File: src/rtl/accum_xcel_pipe.sv
// Accumulator accelerator: streams `size` words from memory with up to
// P_MAX_INFLIGHT outstanding reads and reduces them (sum/max/min/xor).
module accum_xcel_pipe #(
  parameter int P_DATA_NBITS   = 32,
  parameter int P_ADDR_NBITS   = 16,
  parameter int P_SIZE_NBITS   = 14,
  parameter int P_MAX_INFLIGHT = 4
) (
  input  logic                    clk,
  input  logic                    rst,
  input  logic                    go,
  input  logic [P_ADDR_NBITS-1:0] base_addr,
  input  logic [P_SIZE_NBITS-1:0] size,
  input  logic [1:0]              mode,
  output logic                    busy,
  output logic                    memreq_val,
  input  logic                    memreq_rdy,
  output logic [P_ADDR_NBITS-1:0] memreq_addr,
  input  logic                    memresp_val,
  output logic                    memresp_rdy,
  input  logic [P_DATA_NBITS-1:0] memresp_data,
  output logic                    result_val,
  input  logic                    result_rdy,
  output logic [P_DATA_NBITS-1:0] result
);

  localparam int CNT_W = P_SIZE_NBITS + 1;

  typedef enum logic [1:0] {
    ST_IDLE = 2'd0,
    ST_RUN  = 2'd1,
    ST_DONE = 2'd2
  } state_t;

  state_t                  state_r, state_s;
  logic [CNT_W-1:0]        issued_r, received_r, inflight_r;
  logic [P_ADDR_NBITS-1:0] base_r;
  logic [P_SIZE_NBITS-1:0] size_r;
  logic [1:0]              mode_r;
  logic [P_DATA_NBITS-1:0] acc_r;
  logic                    req_fire_s, resp_fire_s, last_resp_s;
  logic [CNT_W-1:0]        size_ext_s;

  function automatic logic [P_DATA_NBITS-1:0] mode_identity(input logic [1:0] m);
    case (m)
      2'b10:   mode_identity = {P_DATA_NBITS{1'b1}};
      default: mode_identity = {P_DATA_NBITS{1'b0}};
    endcase
  endfunction

  function automatic logic [P_DATA_NBITS-1:0] reduce_op(input logic [1:0] m,
                                                        input logic [P_DATA_NBITS-1:0] a,
                                                        input logic [P_DATA_NBITS-1:0] b);
    case (m)
      2'b00:   reduce_op = a + b;
      2'b01:   reduce_op = (b > a) ? b : a;
      2'b10:   reduce_op = (b < a) ? b : a;
      2'b11:   reduce_op = a ^ b;
      default: reduce_op = a;
    endcase
  endfunction

  assign size_ext_s  = {1'b0, size_r};
  assign req_fire_s  = memreq_val & memreq_rdy;
  assign resp_fire_s = (state_r == ST_RUN) & memresp_val;
  assign last_resp_s = resp_fire_s & ((received_r + CNT_W'(1)) == size_ext_s);

  // Output decode from registered state and counters only.
  always_comb begin
    busy        = 1'b0;
    memreq_val  = 1'b0;
    memreq_addr = {P_ADDR_NBITS{1'b0}};
    memresp_rdy = 1'b0;
    result_val  = 1'b0;
    result      = acc_r;
    case (state_r)
      ST_IDLE: begin
        memresp_rdy = ~rst;
      end
      ST_RUN: begin
        busy        = 1'b1;
        memresp_rdy = ~rst;
        memreq_val  = (issued_r < size_ext_s) && (inflight_r < CNT_W'(P_MAX_INFLIGHT));
        memreq_addr = base_r + P_ADDR_NBITS'({issued_r, 2'b00});
      end
      ST_DONE: begin
        busy       = 1'b1;
        result_val = 1'b1;
      end
      default: begin
        busy = 1'b0;
      end
    endcase
  end

  // Next-state logic.
  always_comb begin
    state_s = state_r;
    case (state_r)
      ST_IDLE: begin
        if (go) begin
          state_s = (size == {P_SIZE_NBITS{1'b0}}) ? ST_DONE : ST_RUN;
        end else begin
          state_s = ST_IDLE;
        end
      end
      ST_RUN: begin
        if (last_resp_s) begin
          state_s = ST_DONE;
        end else begin
          state_s = ST_RUN;
        end
      end
      ST_DONE: begin
        if (result_rdy) begin
          state_s = ST_IDLE;
        end else begin
          state_s = ST_DONE;
        end
      end
      default: state_s = ST_IDLE;
    endcase
  end

  // State register.
  always_ff @(posedge clk or posedge rst) begin
    if (rst) begin
      state_r <= ST_IDLE;
    end else begin
      state_r <= state_s;
    end
  end

  // Datapath: latch the request on go, then count and fold responses in RUN.
  always_ff @(posedge clk or posedge rst) begin
    if (rst) begin
      issued_r   <= {CNT_W{1'b0}};
      received_r <= {CNT_W{1'b0}};
      inflight_r <= {CNT_W{1'b0}};
      base_r     <= {P_ADDR_NBITS{1'b0}};
      size_r     <= {P_SIZE_NBITS{1'b0}};
      mode_r     <= 2'b00;
      acc_r      <= {P_DATA_NBITS{1'b0}};
    end else begin
      case (state_r)
        ST_IDLE: begin
          if (go) begin
            base_r     <= base_addr;
            size_r     <= size;
            mode_r     <= mode;
            acc_r      <= mode_identity(mode);
            issued_r   <= {CNT_W{1'b0}};
            received_r <= {CNT_W{1'b0}};
            inflight_r <= {CNT_W{1'b0}};
          end
        end
        ST_RUN: begin
          if (req_fire_s) begin
            issued_r <= issued_r + CNT_W'(1);
          end
          if (resp_fire_s) begin
            acc_r      <= reduce_op(mode_r, acc_r, memresp_data);
            received_r <= received_r + CNT_W'(1);
          end
          case ({req_fire_s, resp_fire_s})
            2'b10:   inflight_r <= inflight_r + CNT_W'(1);
            2'b01:   inflight_r <= inflight_r - CNT_W'(1);
            default: inflight_r <= inflight_r;
          endcase
        end
        default: begin
          acc_r <= acc_r;
        end
      endcase
    end
  end

endmodule

File: config.mk
export PLATFORM = sky130hd
export DESIGN_NAME = accum_xcel_pipe
export DESIGN_NICKNAME = d
export VERILOG_FILES = /design/src/rtl/accum_xcel_pipe.sv
export SDC_FILE = /design/constraint.sdc
export NUM_CORES = 1
export LEC_CHECK = 0
export CORE_MARGIN = 3
export CORE_UTILIZATION = 58
export CTS_CLUSTER_DIAMETER = 40
export CTS_CLUSTER_SIZE = 8
export DETAILED_ROUTE_END_ITERATION = 8
export PLACE_DENSITY_LB_ADDON = 0.1
export SETUP_SLACK_MARGIN = 0.05
export SLEW_MARGIN = 10
export SYNTH_ARGS = -nofsm -noshare
export SYNTH_HDL_FRONTEND = slang
export SYNTH_SLANG_ARGS = --single-unit
File: constraint.sdc
create_clock -name clk -period 5.6 [get_ports clk]
set_input_delay 0.84 -clock clk [delete_from_list [all_inputs] [get_ports clk]]
set_output_delay 0.84 -clock clk [all_outputs]
set_load 0.005 [all_outputs]
==> results of run 1 <==
-- how the worst min path moves through the flow --
stage,startpoint,to,slack (ns),cells past startpoint
after global placement,base_r[1],base_r[1],0.48,1
after CTS,base_r[1],base_r[1],0.51,1
after global routing,size_r[2],size_r[2],0.53,1
after detailed placement,base_r[1],base_r[1],0.49,1
after floorplan,issued_r[14],issued_r[14],0.47,1
final,base_r[1],base_r[1],0.50,1
-- Yosys cell counts (7+ instances only) --
master and count:
sky130_fd_sc_hd__o21a_1 13, sky130_fd_sc_hd__clkbuf_1 44, sky130_fd_sc_hd__xor2_1 19, sky130_fd_sc_hd__mux2i_1 10
sky130_fd_sc_hd__o21ai_0 98, sky130_fd_sc_hd__nand2_1 105, sky130_fd_sc_hd__nor2b_1 11, sky130_fd_sc_hd__nor2_1 71
sky130_fd_sc_hd__dfrtp_1 111, sky130_fd_sc_hd__o211ai_1 13, sky130_fd_sc_hd__o221ai_1 15, sky130_fd_sc_hd__or3_1 11
sky130_fd_sc_hd__o21bai_1 19, sky130_fd_sc_hd__xnor2_1 29, sky130_fd_sc_hd__a31oi_1 14, sky130_fd_sc_hd__nand4_1 18
sky130_fd_sc_hd__o31ai_1 22, sky130_fd_sc_hd__and2_1 10, sky130_fd_sc_hd__and3_1 14, sky130_fd_sc_hd__mux2_2 38
sky130_fd_sc_hd__inv_1 98, sky130_fd_sc_hd__ha_1 112, sky130_fd_sc_hd__a21o_1 15, sky130_fd_sc_hd__nor4_1 17
sky130_fd_sc_hd__nand2b_1 13, sky130_fd_sc_hd__nor3_1 20, sky130_fd_sc_hd__nand3_1 30, sky130_fd_sc_hd__a21oi_1 95
sky130_fd_sc_hd__o41ai_1 7, sky130_fd_sc_hd__nand3b_1 9
-- layer usage --
layer  GRT usage (%)  vias up  wire length [µm]
li1                -     4544                 -
met4            9.26        0               532
met3            3.82       40              1540
met1            36.2     4471             11400
met2            50.2      332             13200
met5               0        -                 0
-- through the flow --
step | hold WS, ns | std cells
4_1_cts | 0.505 | 1511
3_5_place_dp | 0.486 | 1495
2_1_floorplan | 0.468 | 1199
5_1_grt | 0.526 | 1511
6_report | 0.502 | 1511
3_3_place_gp | 0.481 | 1495
-- worst register-to-register path, delay by kind of cell, from the launching register on --
family | cells | cell delay (ns)
AOI/OAI and AO/OA | 10 | 2.37
and+or+nand+nor | 5 | 0.85
adders and majority gates | 2 | 0.57
buffers and inverters | 3 | 0.43
DFF | 1 | 0.41
-- where the power goes --
part	leakage (nW)	total, W	switching, W	internal (W)
Combinational	3.65	0.00418	0.00225	0.00193
Sequential	1.33	0.00139	0.000281	0.00111
Clock	0.138	0.000659	0.000347	0.000312
Total	5.12	0.00623	0.00288	0.00336
-- state kept, by name, summed over array words and instances (netlist names) --
signal	count
base_r	16
inflight_r	15
issued_r	15
mode_r	2
received_r	15
result	32
size_r	14
state_r	2
-- cells by family after synthesis --
kind of cell | after synthesis | synth area share, %
flops | 111 | 27.9
fa+ha+maj | 115 | 14.7
compound gates | 377 | 24.9
buf+inv | 151 | 5.75
xor+xnor | 48 | 4.22
simple gates | 348 | 17.1
mux | 49 | 5.45
-- cell type report --
type | instances | share of cell area [%]
Multi-Input combinational cell | 937 | 57.0
Clock buffer | 9 | 1.94
Inverter | 98 | 3.19
Tap cell | 220 | 2.37
Sequential cell | 111 | 24.0
Clock inverter | 7 | 0.518
Timing Repair Buffer | 129 | 11.0
==> results list, run 1 <==
- In the finished design, the share of the clock period the worst path needs comes to between 80 and 90%.
* CTS sink count: around 110
- The hold violation count in the final report came to 0.
* Fmax achieved: between 200 and 250 MHz
- FP Rows: between 40 and 50
- Lkg Pwr: just over 5 nW
- Synthesis-stage register bit count: 111
- Area used by multi-input combinational logic: ~6600 µm²
- Instance area after placement: between 10000 and 15000 µm²
- Synthesis produced a netlist with a net count of ~1400.
- Detailed-route vias per instance: a little over 6
- CTS buffer count: 9
- Wire length of the first global-routing pass: between 40000 and 50000 µm
- Antenna violations before repair: 0
- Cells with a size suffix above 1 make up approximately 6.3% of the layout.
- Proportion of synthesized chip area in sequential cells: 27.9%
* Post-detailed-routing wire length: 26700 µm
* Synth-to-Final Area Change: 16.4%
- Final design instance area without fill: between 10000 and 15000 µm²
- Overflow left after global routing: 0
- The tool flagged a number of max-cap violations equal to 0.
- Final WS setup: about 0.84 ns
* Placed wire-length estimate after detailed placement: a little under 20000 µm
- The H-tree was split into 3 levels.
- Dividing total power by cell area gives a power density of between 500 and 600 nW/µm².
- The final-report max-slew violation count came to 0.
- After synthesis the cells add up to about 10000 µm².
- Number of nets still failing antenna checks after routing: 0
- The most critical setup path has its startpoint at state_r[1].
- Clock-pin slew was measured on the worst setup and hold paths at about 0.080 ns.
* Reg-to-reg endpoint: inflight_r[14]
- For the worst setup path, the data arrival time is 4.99 ns.
- Cell mode on critical path: sky130_fd_sc_hd__inv_1
* FF+latch area: approximately 2800 µm²
- Hold Buf Count CTS: 0
- TritonCTS built the clock tree.
- Top cells by area, synth: sky130_fd_sc_hd__dfrtp_1 (28%), sky130_fd_sc_hd__ha_1 (14%), sky130_fd_sc_hd__o21ai_0 (4.9%), sky130_fd_sc_hd__a21oi_1 (4.8%), sky130_fd_sc_hd__mux2_2 (4.3%)
- YS warnings: 0
- After layout, the design draws a total of about 0.0062 W.
- Total GRT Usage: 28.6%
- Headroom to the max-slew limit came out at between 30 and 40%.
* Initial DRC Count: a little over 700
- # DRC: 0
* Combined buffer and inverter count along the critical path: 3
* Initial standard-cell utilization of the core: 59.6%
- Worst VDD drop: 0.410 mV
- Gates resized during post-CTS repair numbered 0.
- Nature of the critical path endpoint: flip-flop
- EDFF count, synth: 0
* Slew of the pin with the lowest slew margin: between 0.9 and 1 ns
- Cell at the root of the clock tree: sky130_fd_sc_hd__clkbuf_16
- Leading cell types in the layout, fill and taps excluded: sky130_fd_sc_hd__clkdlybuf4s50_1 (121), sky130_fd_sc_hd__dfrtp_1 (111), sky130_fd_sc_hd__ha_1 (110)
- The largest single stage delay on the critical path is a little over 0.4 ns.
- The die is between 100 and 150 µm wide.
- At the end of the flow the core is filled with cells to 69.4%.
- In the final design database the tool counted roughly 1500 nets.
- At the later pin of the worst-skew pair, clock insertion delay measures 0.37 ns.
- Setup fix buffers added after clock tree synthesis: 0
- Filler instances: about 1400
* Final total negative setup slack: 0 ns
- The region available for standard cell placement spans roughly 17000 µm².
- The clock passes through at most 2 buffers.
- Critical path endpoint: inflight_r[14]
- Cell family with the largest share of critical-path delay: compound AO/OA/AOI/OAI gates
* Leading register cell type out of synthesis: sky130_fd_sc_hd__dfrtp_1
- Setup repair after global routing left no endpoint under its margin.
* Wire length per cell after detailed routing: around 18 µm
- Cell accounting for the most synthesized area: sky130_fd_sc_hd__dfrtp_1
- Setup slack at placement: a little under 0.9 ns
- Category of the worst setup path launch point: flip-flop
- Synthesis produced 1199 cells.
- Setup violations remaining at the end of the flow were counted as 0.
* Synth cell types: 76
- Post-synth top area share: between 20% and 30%
- The library cell used most frequently in the layout, excluding fill and tap cells, is sky130_fd_sc_hd__clkdlybuf4s50_1.
* Worst Reg2Reg Path Length in Cells: 20
- In this run the count of I/O pins placed on the die edge is around 120.
* DIE AREA: roughly 19000 µm²
- The die is 137 µm tall.
* Share of flip-flops with an asynchronous set or reset after synthesis: 100%
- The flow ran to the end, and the final reports show no timing, DRC or antenna violations.
- The min-delay analysis places its worst path in the category reg -> reg.
- Last weighted congestion value of the routability-driven placer: approximately 0.9
- 0 antenna diodes ended up in the layout.
- Dividing the synthesized area by the synthesized cell count gives 8.31 µm².
- Final Critical Period: 4.76 ns
- Max Clock Skew: approximately 0.013 ns
- Buffers on Ports: approximately 120
- The worst register-to-register path begins at state_r[1].
- Total via count in the routed design: 9387
- For flop-to-flop paths, the worst setup slack is between 0.8 and 0.9 ns.
- The number of global-route vias before repair is 8936.
- Critical path's slowest cell: sky130_fd_sc_hd__dfrtp_1
- For this run, the detailed router's first-pass iteration total came to 5.
- By startpoint and endpoint, the worst setup path is classified as reg -> reg.
* Critical path peak fanout: 13
- Path length in cells of the critical path: 20
* CP cell instances: inv_1 > ha_2 > inv_1 > nor4_1 > nand3_1 > a211oi_1 > o2111a_1 > o21ai_1 > nand2_1 > inv_1 > ha_1 > nor2b_1 > o31a_1 > o211ai_1 > a21oi_1 > o31ai_1 > o21a_1 > nor4b_1 > a221oi_1 > o21ai_0
- Pin count of the biggest net entering global routing: 70
* Required time of the worst setup path: between 5 and 6 ns
Power figures use the tool's default switching activity.
==> run 2, diff against run 1 <==
--- a/config.mk
+++ b/config.mk
@@ -6,7 +6,7 @@
 export NUM_CORES = 1
 export LEC_CHECK = 0
 export CORE_MARGIN = 3
-export CORE_UTILIZATION = 58
+export CORE_UTILIZATION = 52
 export CTS_CLUSTER_DIAMETER = 40
 export CTS_CLUSTER_SIZE = 8
 export DETAILED_ROUTE_END_ITERATION = 8
==> constraint.sdc (replaced) <==
create_clock -name clk -period 4 [get_ports clk]
set_input_delay 0.6 -clock clk [delete_from_list [all_inputs] [get_ports clk]]
set_output_delay 0.6 -clock clk [all_outputs]
set_load 0.005 [all_outputs]
==> results list, run 2 (same netlist as run 1, synthesis figures left out) <==
- Result of the run: complete, no violations
- In the final layout, the share of cells above drive strength 1 is about 13%.
* Synth-to-Final Area Change: 23.1%
- CTS buffer count: 9
- CTS tree: yes
- The first routing iteration left about 630 violations.
* Total via count in the routed design: 9603
* Category of the worst setup path launch point: flip-flop
* Last weighted congestion value of the routability-driven placer: 0.937
- Total GRT Usage: 26.1%
- Wires add up to approximately 28000 µm.
- Final hold analysis gives a worst-case slack of approximately 0.51 ns.
- In the layout the commonest cells are sky130_fd_sc_hd__clkdlybuf4s50_1 (117), sky130_fd_sc_hd__dfrtp_1 (111), sky130_fd_sc_hd__ha_1 (107).
- In the final timing run, aggregate negative setup slack is 0 ns.
- For this configuration, the core starts out at a cell density of 54.1%.
- Setup-failing EPs final: 0
* Cell at the root of the clock tree: sky130_fd_sc_hd__clkbuf_16
- Worst Hold Depth: 1
- Clock-pin slew was measured on the worst setup and hold paths at ~0.090 ns.
- Pin placement for this block handled 122 I/O pins.
- Filler instances: ~1600
* H-tree levels: 3
- # DRC: 0
* Worst VDD drop: between 0.4 and 0.5 mV
- CP startpoint: size_r[2]
- STA classifies the critical path endpoint as a flip-flop.
* Wire length of the first global-routing pass: ~44000 µm
- Register-to-register setup slack: between 0.1 and 0.15 ns
- Including well taps, the total number of placed cells is 1557.
- Across the run, the number of max-cap violations was 0.
- Commonest non-fill, non-tap cell in the layout: sky130_fd_sc_hd__clkdlybuf4s50_1
* Detailed-route vias per instance: between 6 and 7
* Max Clock Skew: between 0.01 and 0.015 ns
- At the pin with the least slew margin, the transition time is slightly below 0.9 ns.
- Via count of the first global-routing pass: approximately 9100
- In this run the vertical extent of the chip is ~140 µm.
- The number of antenna diodes in the final layout is 0.
- After detailed routing, the average wire length per cell comes to about 18 µm.
- The worst hold path terminates at size_r[13].
- Kind of critical path: reg -> reg
- Pin count of the biggest net entering global routing: 67
- Measured along the x axis, the die boundary spans 144 µm.
* DIE AREA: ~21000 µm²
- The worst path uses a little over nine tenths of the clock period.
- Lkg Pwr: 5.48 nW
- The final-report max-slew violation count is 0.
- Arrival time of the worst setup path: 4.11 ns
- At the end of the flow, the number of nets in the layout was 1536.
* Worst Reg2Reg Path Length in Cells: 21
* Buffers on Ports: 121
* CTS sink count: between 100 and 150
- In this run the worst path has a maximum fanout of 5.
- In this run the deepest clock path goes through 2 buffers.
* Required time of the worst setup path: ~4.2 ns
* Hold Violations, Final: 0
- Flip-flop count of the largest register after layout: 32
- The number of antenna violations at the first check in global routing is 0.
* Fmax achieved: around 260 MHz
- Worst Hold Launch: size_r[13]
* Overflow left after global routing: 0
- Before antenna repair, the detailed router went through 5 iterations.
- Tightest slew margin relative to the limit: around two fifths
- Setup repair after global routing could not meet its margin everywhere.
* Final Critical Period: 3.87 ns
- The count of cells in the finished layout, fillers not included, comes to 1585.
- Number of nets still failing antenna checks after routing: 0
* Pwr Density: 757 nW/µm²
- In this run the critical register-to-register path is captured at inflight_r[14].
- Type of the worst min-delay path: reg -> reg
* Placed wire-length estimate after detailed placement: about 20000 µm
- Core Area: around 18000 µm²
* Worst-skew pair later-pin latency: between 0.3 and 0.4 ns
* Beginning of the worst register-to-register path: size_r[2]
- FP Rows: 49
run 2: changes by cell type in the layout (fill, tap and decap cells not counted), sizes merged:
cell	change
buf	+65
clkdlybuf4s50	-4
clkinv	+1
clkinvlp	-1
dlygate4sd2	+2
dlymetal6s2s	+2
run 2: repair_timing:
item	4_1_cts	5_1_grt
endpoints found under the setup margin	6	10
hold endpoints to repair	0	0
setup buffers	5	7
pin swaps	12	14
hold buffers	0	0
gates resized for setup	14	19
run 2: critical path: stages (launching register included):
cell and delay (ns):
sky130_fd_sc_hd__dfrtp_1 0.38, sky130_fd_sc_hd__inv_1 0.09, sky130_fd_sc_hd__ha_1 0.27, sky130_fd_sc_hd__a21o_1 0.19
sky130_fd_sc_hd__a31oi_2 0.19, sky130_fd_sc_hd__o21ai_2 0.08, sky130_fd_sc_hd__a31oi_2 0.17, sky130_fd_sc_hd__o2111a_1 0.24
sky130_fd_sc_hd__o21ai_2 0.08, sky130_fd_sc_hd__nand2_1 0.11, sky130_fd_sc_hd__inv_2 0.09, sky130_fd_sc_hd__buf_4 0.15
sky130_fd_sc_hd__ha_4 0.27, sky130_fd_sc_hd__o21a_1 0.11, sky130_fd_sc_hd__o31a_1 0.17, sky130_fd_sc_hd__o211ai_1 0.14
sky130_fd_sc_hd__a21oi_2 0.20, sky130_fd_sc_hd__o31ai_2 0.08, sky130_fd_sc_hd__o21a_1 0.21, sky130_fd_sc_hd__and3_1 0.18
sky130_fd_sc_hd__a221oi_1 0.24, sky130_fd_sc_hd__o21ai_1 0.11
run 2: metrics by stage:
step	instance area, µm²	power [W]	worst slack [ns]	util (%)
floorplan	9970	0.00594	0.0571	-
global placement	11700	0.00792	0.0645	63.8
detailed placement	11700	0.00802	-0.0116	63.8
CTS	12100	0.00912	0.0558	65.9
global route	12300	0.0101	-0.121	66.7
finish	12300	0.00929	0.128	66.7
run 2: layer usage:
| metal | vias to the layer above | track usage [%] | share of wire [%] |
|---|---|---|---|
| li1 | 4668 | - | - |
| met1 | 4574 | 34.9 | 43 |
| met2 | 318 | 43.1 | 48 |
| met3 | 43 | 3.54 | 6.5 |
| met4 | 0 | 9.57 | 2.4 |
| met5 | - | 0 | 0 |
run 2: worst max-delay path by stage:
stage / end / cells past startpoint / slack, ns
final: inflight_r[14] / 21 / 0.13
after global routing: inflight_r[14] / 21 / -0.12
after CTS: inflight_r[14] / 20 / 0.06
after detailed placement: inflight_r[14] / 20 / -0.01
after global placement: inflight_r[14] / 20 / 0.06
after floorplan: inflight_r[14] / 20 / 0.06
run 2: cell type report:
type                       instances  area [µm²]  area share (%)
clock inverter                     7        88.8           0.724
sequential                       111        2780            22.7
multi-input combinational        937        6750            55.1
clock buffer                       9         225            1.84
inverter                          98         370            3.02
timing repair buffer             194        1760            14.4
tap                              229         287            2.34
run 2: report_power, final:
group          switching [W]  total, W  internal (W)
sequential          0.000396   0.00195       0.00155
clock               0.000529  0.000987      0.000458
combinational        0.00331   0.00635       0.00303
total                0.00424   0.00929       0.00505
==> run 3, diff against run 2 <==
--- a/config.mk
+++ b/config.mk
@@ -10,6 +10,7 @@
 export CTS_CLUSTER_DIAMETER = 40
 export CTS_CLUSTER_SIZE = 8
 export DETAILED_ROUTE_END_ITERATION = 8
+export GPL_ROUTABILITY_DRIVEN = 0
 export PLACE_DENSITY_LB_ADDON = 0.1
 export SETUP_SLACK_MARGIN = 0.05
 export SLEW_MARGIN = 10
==> results list, run 3 (same netlist as run 1, synthesis figures left out) <==
* Required time of the worst setup path: 4.25 ns
* Max Clock Skew: about 0.012 ns
- Pwr Density: 752 nW/µm²
- Global routing used 26.8% of the available tracks.
* CTS tree: yes
* Nature of the critical path endpoint: flip-flop
- Final design instance area without fill: ~12000 µm²
- The number of global-route vias before repair is approximately 9200.
* Leading cell types in the layout, fill and taps excluded: sky130_fd_sc_hd__clkdlybuf4s50_1 (118), sky130_fd_sc_hd__dfrtp_1 (111), sky130_fd_sc_hd__nand2_1 (104)
- From synthesis to final layout, the design area changed by 25.2%.
- Share of cells above drive strength 1: ~15%
* Final clock period utilization by the worst path: ~98%
- CTS clk-pin slew, worst paths: about 0.09 ns
- The worst hold path terminates at base_r[0].
- For flop-to-flop paths, the worst setup slack is between 0.06 and 0.07 ns.
- Cell internal power was estimated by the tool at 0.00512 W.
- After detailed routing, the average wire length per cell comes to 17.7 µm.
* Portion of total power attributed to the clock network: about a tenth
* # DRC: 0
* Total count of max-transition violations in the final report: 0
- The analysis attributes to net switching a power of ~0.0043 W.
- After global routing the overflow that remains totals 0.
- For the worst-skew pair, the clock arrives at the later sink with an insertion delay of about 0.37 ns.
- Max capacitance violation total: 0
- The register with the most flip-flops in the layout has 32 of them.
- Counting along the longest clock path gives a buffer depth of 2.
* DIE AREA: around 21000 µm²
- Result of the run: complete, no violations
* Total power: roughly 0.0094 W
- Entering global routing, the biggest net connects 67 pins.
- Worst Reg2Reg Path Length in Cells: 20
* Hold WS: around 0.50 ns
- The floorplan step set the die height to between 100 and 150 µm.
- The number of antenna violations at the first check in global routing was 0.
- Total via count in the routed design: about 9700
* CTS sink count: 111
* Die X-Extent: around 140 µm
* Number of nets still failing antenna checks after routing: 0
* Slew of the pin with the lowest slew margin: 0.776 ns
- Commonest non-fill, non-tap cell in the layout: sky130_fd_sc_hd__clkdlybuf4s50_1
- Beginning of the worst register-to-register path: size_r[2]
- Wire length of the first global-routing pass: between 40000 and 50000 µm
- In this run the critical register-to-register path is captured at inflight_r[14].
- The worst hold path begins at base_r[0].
* Detailed-route vias per instance: ~6
- Arrival time of the worst setup path: around 4.2 ns
- Placed wire-length estimate after detailed placement: 20600 µm
- Tightest slew margin relative to the limit: roughly half
- The repair_antennas step left the layout with diodes totalling 0.
- The layout has 1485 filler cells.
* Final Critical Period: between 3 and 4 ns
- The hold violation count in the final report came to 0.
- Comb pwr share: 68.8%
* Worst VDD drop: ~0.56 mV
- Of the total power, the share spent switching nets is a little under half.
- Core Area: approximately 18000 µm²
* FP Rows: ~50
- Critical path peak fanout: 7
- Number of detailed-routing iterations run before antenna repair: 5
- Category of the worst setup path launch point: flip-flop
- Setup-failing EPs final: 0
- Lkg Pwr: about 5.5 nW
* H-tree levels: 3
- Input and output buffers added on the ports amount to 121.
- Setup repair after global routing could not meet its margin everywhere.
- Instance area after placement: between 10000 and 15000 µm²
- Timing would allow up to 254 MHz.
- The min-delay analysis places its worst path in the category reg -> reg.
* Initial DRC Count: between 600 and 700
* CTS buffer count: 9
* Sequential share of power: between 20% and 30%
- The root buffer cell chosen for the clock tree is sky130_fd_sc_hd__clkbuf_16.
- Worst Hold Depth: 1
- Total number of nets in the final design: 1548
* Kind of critical path: reg -> reg
- Wires add up to 28200 µm.
- Initial standard-cell utilization of the core: around 54%
- In this run the count of I/O pins placed on the die edge is approximately 120.
-- run 3: cell types whose count changed in the layout (fill, tap and decap cells not counted), moves of 2 or more --
cell / change
sky130_fd_sc_hd__buf_6: +2
sky130_fd_sc_hd__inv_6: -2
sky130_fd_sc_hd__inv_1: -4
sky130_fd_sc_hd__clkinv_4: +2
sky130_fd_sc_hd__buf_4: +10
sky130_fd_sc_hd__ha_1: -5
sky130_fd_sc_hd__ha_4: +5
sky130_fd_sc_hd__inv_2: +3
-- run 3: worst max-delay path by stage --
| stage | to | startpoint | slack [ns] | cells after the start |
|---|---|---|---|---|
| final | inflight_r[14] | size_r[2] | 0.07 | 20 |
| after global routing | inflight_r[14] | size_r[2] | -0.16 | 20 |
| after CTS | inflight_r[14] | size_r[2] | 0.07 | 20 |
| after detailed placement | inflight_r[14] | state_r[1] | -0.04 | 20 |
| after global placement | inflight_r[14] | issued_r[2] | 0.03 | 19 |
| after floorplan | inflight_r[14] | state_r[1] | 0.06 | 20 |
-- run 3: layout make-up --
class,count,area (µm²),area share [%]
clock buffer,9,225,1.81
clock inverter,7,91.3,0.732
inverter,98,375,3.01
multi-input combinational,937,6860,55.0
sequential,111,2780,22.3
tap,229,287,2.30
timing repair buffer,206,1860,14.9
-- run 3: routing by layer --
| metal | up-vias | GRT usage [%] | wire length, µm |
|---|---|---|---|
| met3 | 55 | 4.79 | 1920 |
| met2 | 352 | 45.7 | 13600 |
| met1 | 4598 | 34.4 | 11900 |
| met4 | 0 | 8.49 | 753 |
| li1 | 4697 | - | - |
| met5 | - | 0 | 0 |
-- run 3: stage by stage --
stage,setup TNS [ns],setup WS [ns],std cells,util [%]
after detailed placement,-0.0694,-0.0433,1557,63.8
final,0,0.0675,1597,67.8
after global routing,-0.400,-0.160,1597,67.8
after floorplan,0,0.0571,1199,-
after global placement,0,0.0348,1557,63.8
after CTS,0,0.0711,1584,66.3
-- run 3: critical path, cell delays in order (launching register included) --
cell	delay [ns]
sky130_fd_sc_hd__dfrtp_1	0.40
sky130_fd_sc_hd__inv_2	0.09
sky130_fd_sc_hd__ha_4	0.21
sky130_fd_sc_hd__a21o_1	0.18
sky130_fd_sc_hd__a31oi_2	0.15
sky130_fd_sc_hd__o21ai_1	0.09
sky130_fd_sc_hd__a31oi_2	0.24
sky130_fd_sc_hd__o2111a_1	0.27
sky130_fd_sc_hd__o21ai_2	0.09
sky130_fd_sc_hd__nand2_2	0.10
sky130_fd_sc_hd__clkinv_4	0.10
sky130_fd_sc_hd__ha_4	0.24
sky130_fd_sc_hd__nor2b_4	0.13
sky130_fd_sc_hd__o31a_1	0.30
sky130_fd_sc_hd__o211ai_1	0.29
sky130_fd_sc_hd__a21oi_2	0.11
sky130_fd_sc_hd__o31ai_2	0.22
sky130_fd_sc_hd__o21a_1	0.21
sky130_fd_sc_hd__nor4b_1	0.06
sky130_fd_sc_hd__a221oi_1	0.21
sky130_fd_sc_hd__o21ai_1	0.11
-- run 3: power by group through the flow --
stage	Clock [W]	Combinational, W	Sequential (W)
global route	0.00104	0.00717	0.00202
global placement	0	0.00596	0.00194
floorplan	0	0.00407	0.00187
finish	0.000964	0.00646	0.00196
detailed placement	0	0.00605	0.00195
CTS	0.000993	0.00620	0.00194
-- run 3: what timing repair did --
item | CTS | global route
resized for setup | 21 | 37
setup endpoints to repair | 6 | 8
hold buffers | 0 | 0
pin swaps | 15 | 28
buffers inserted | 11 | 15
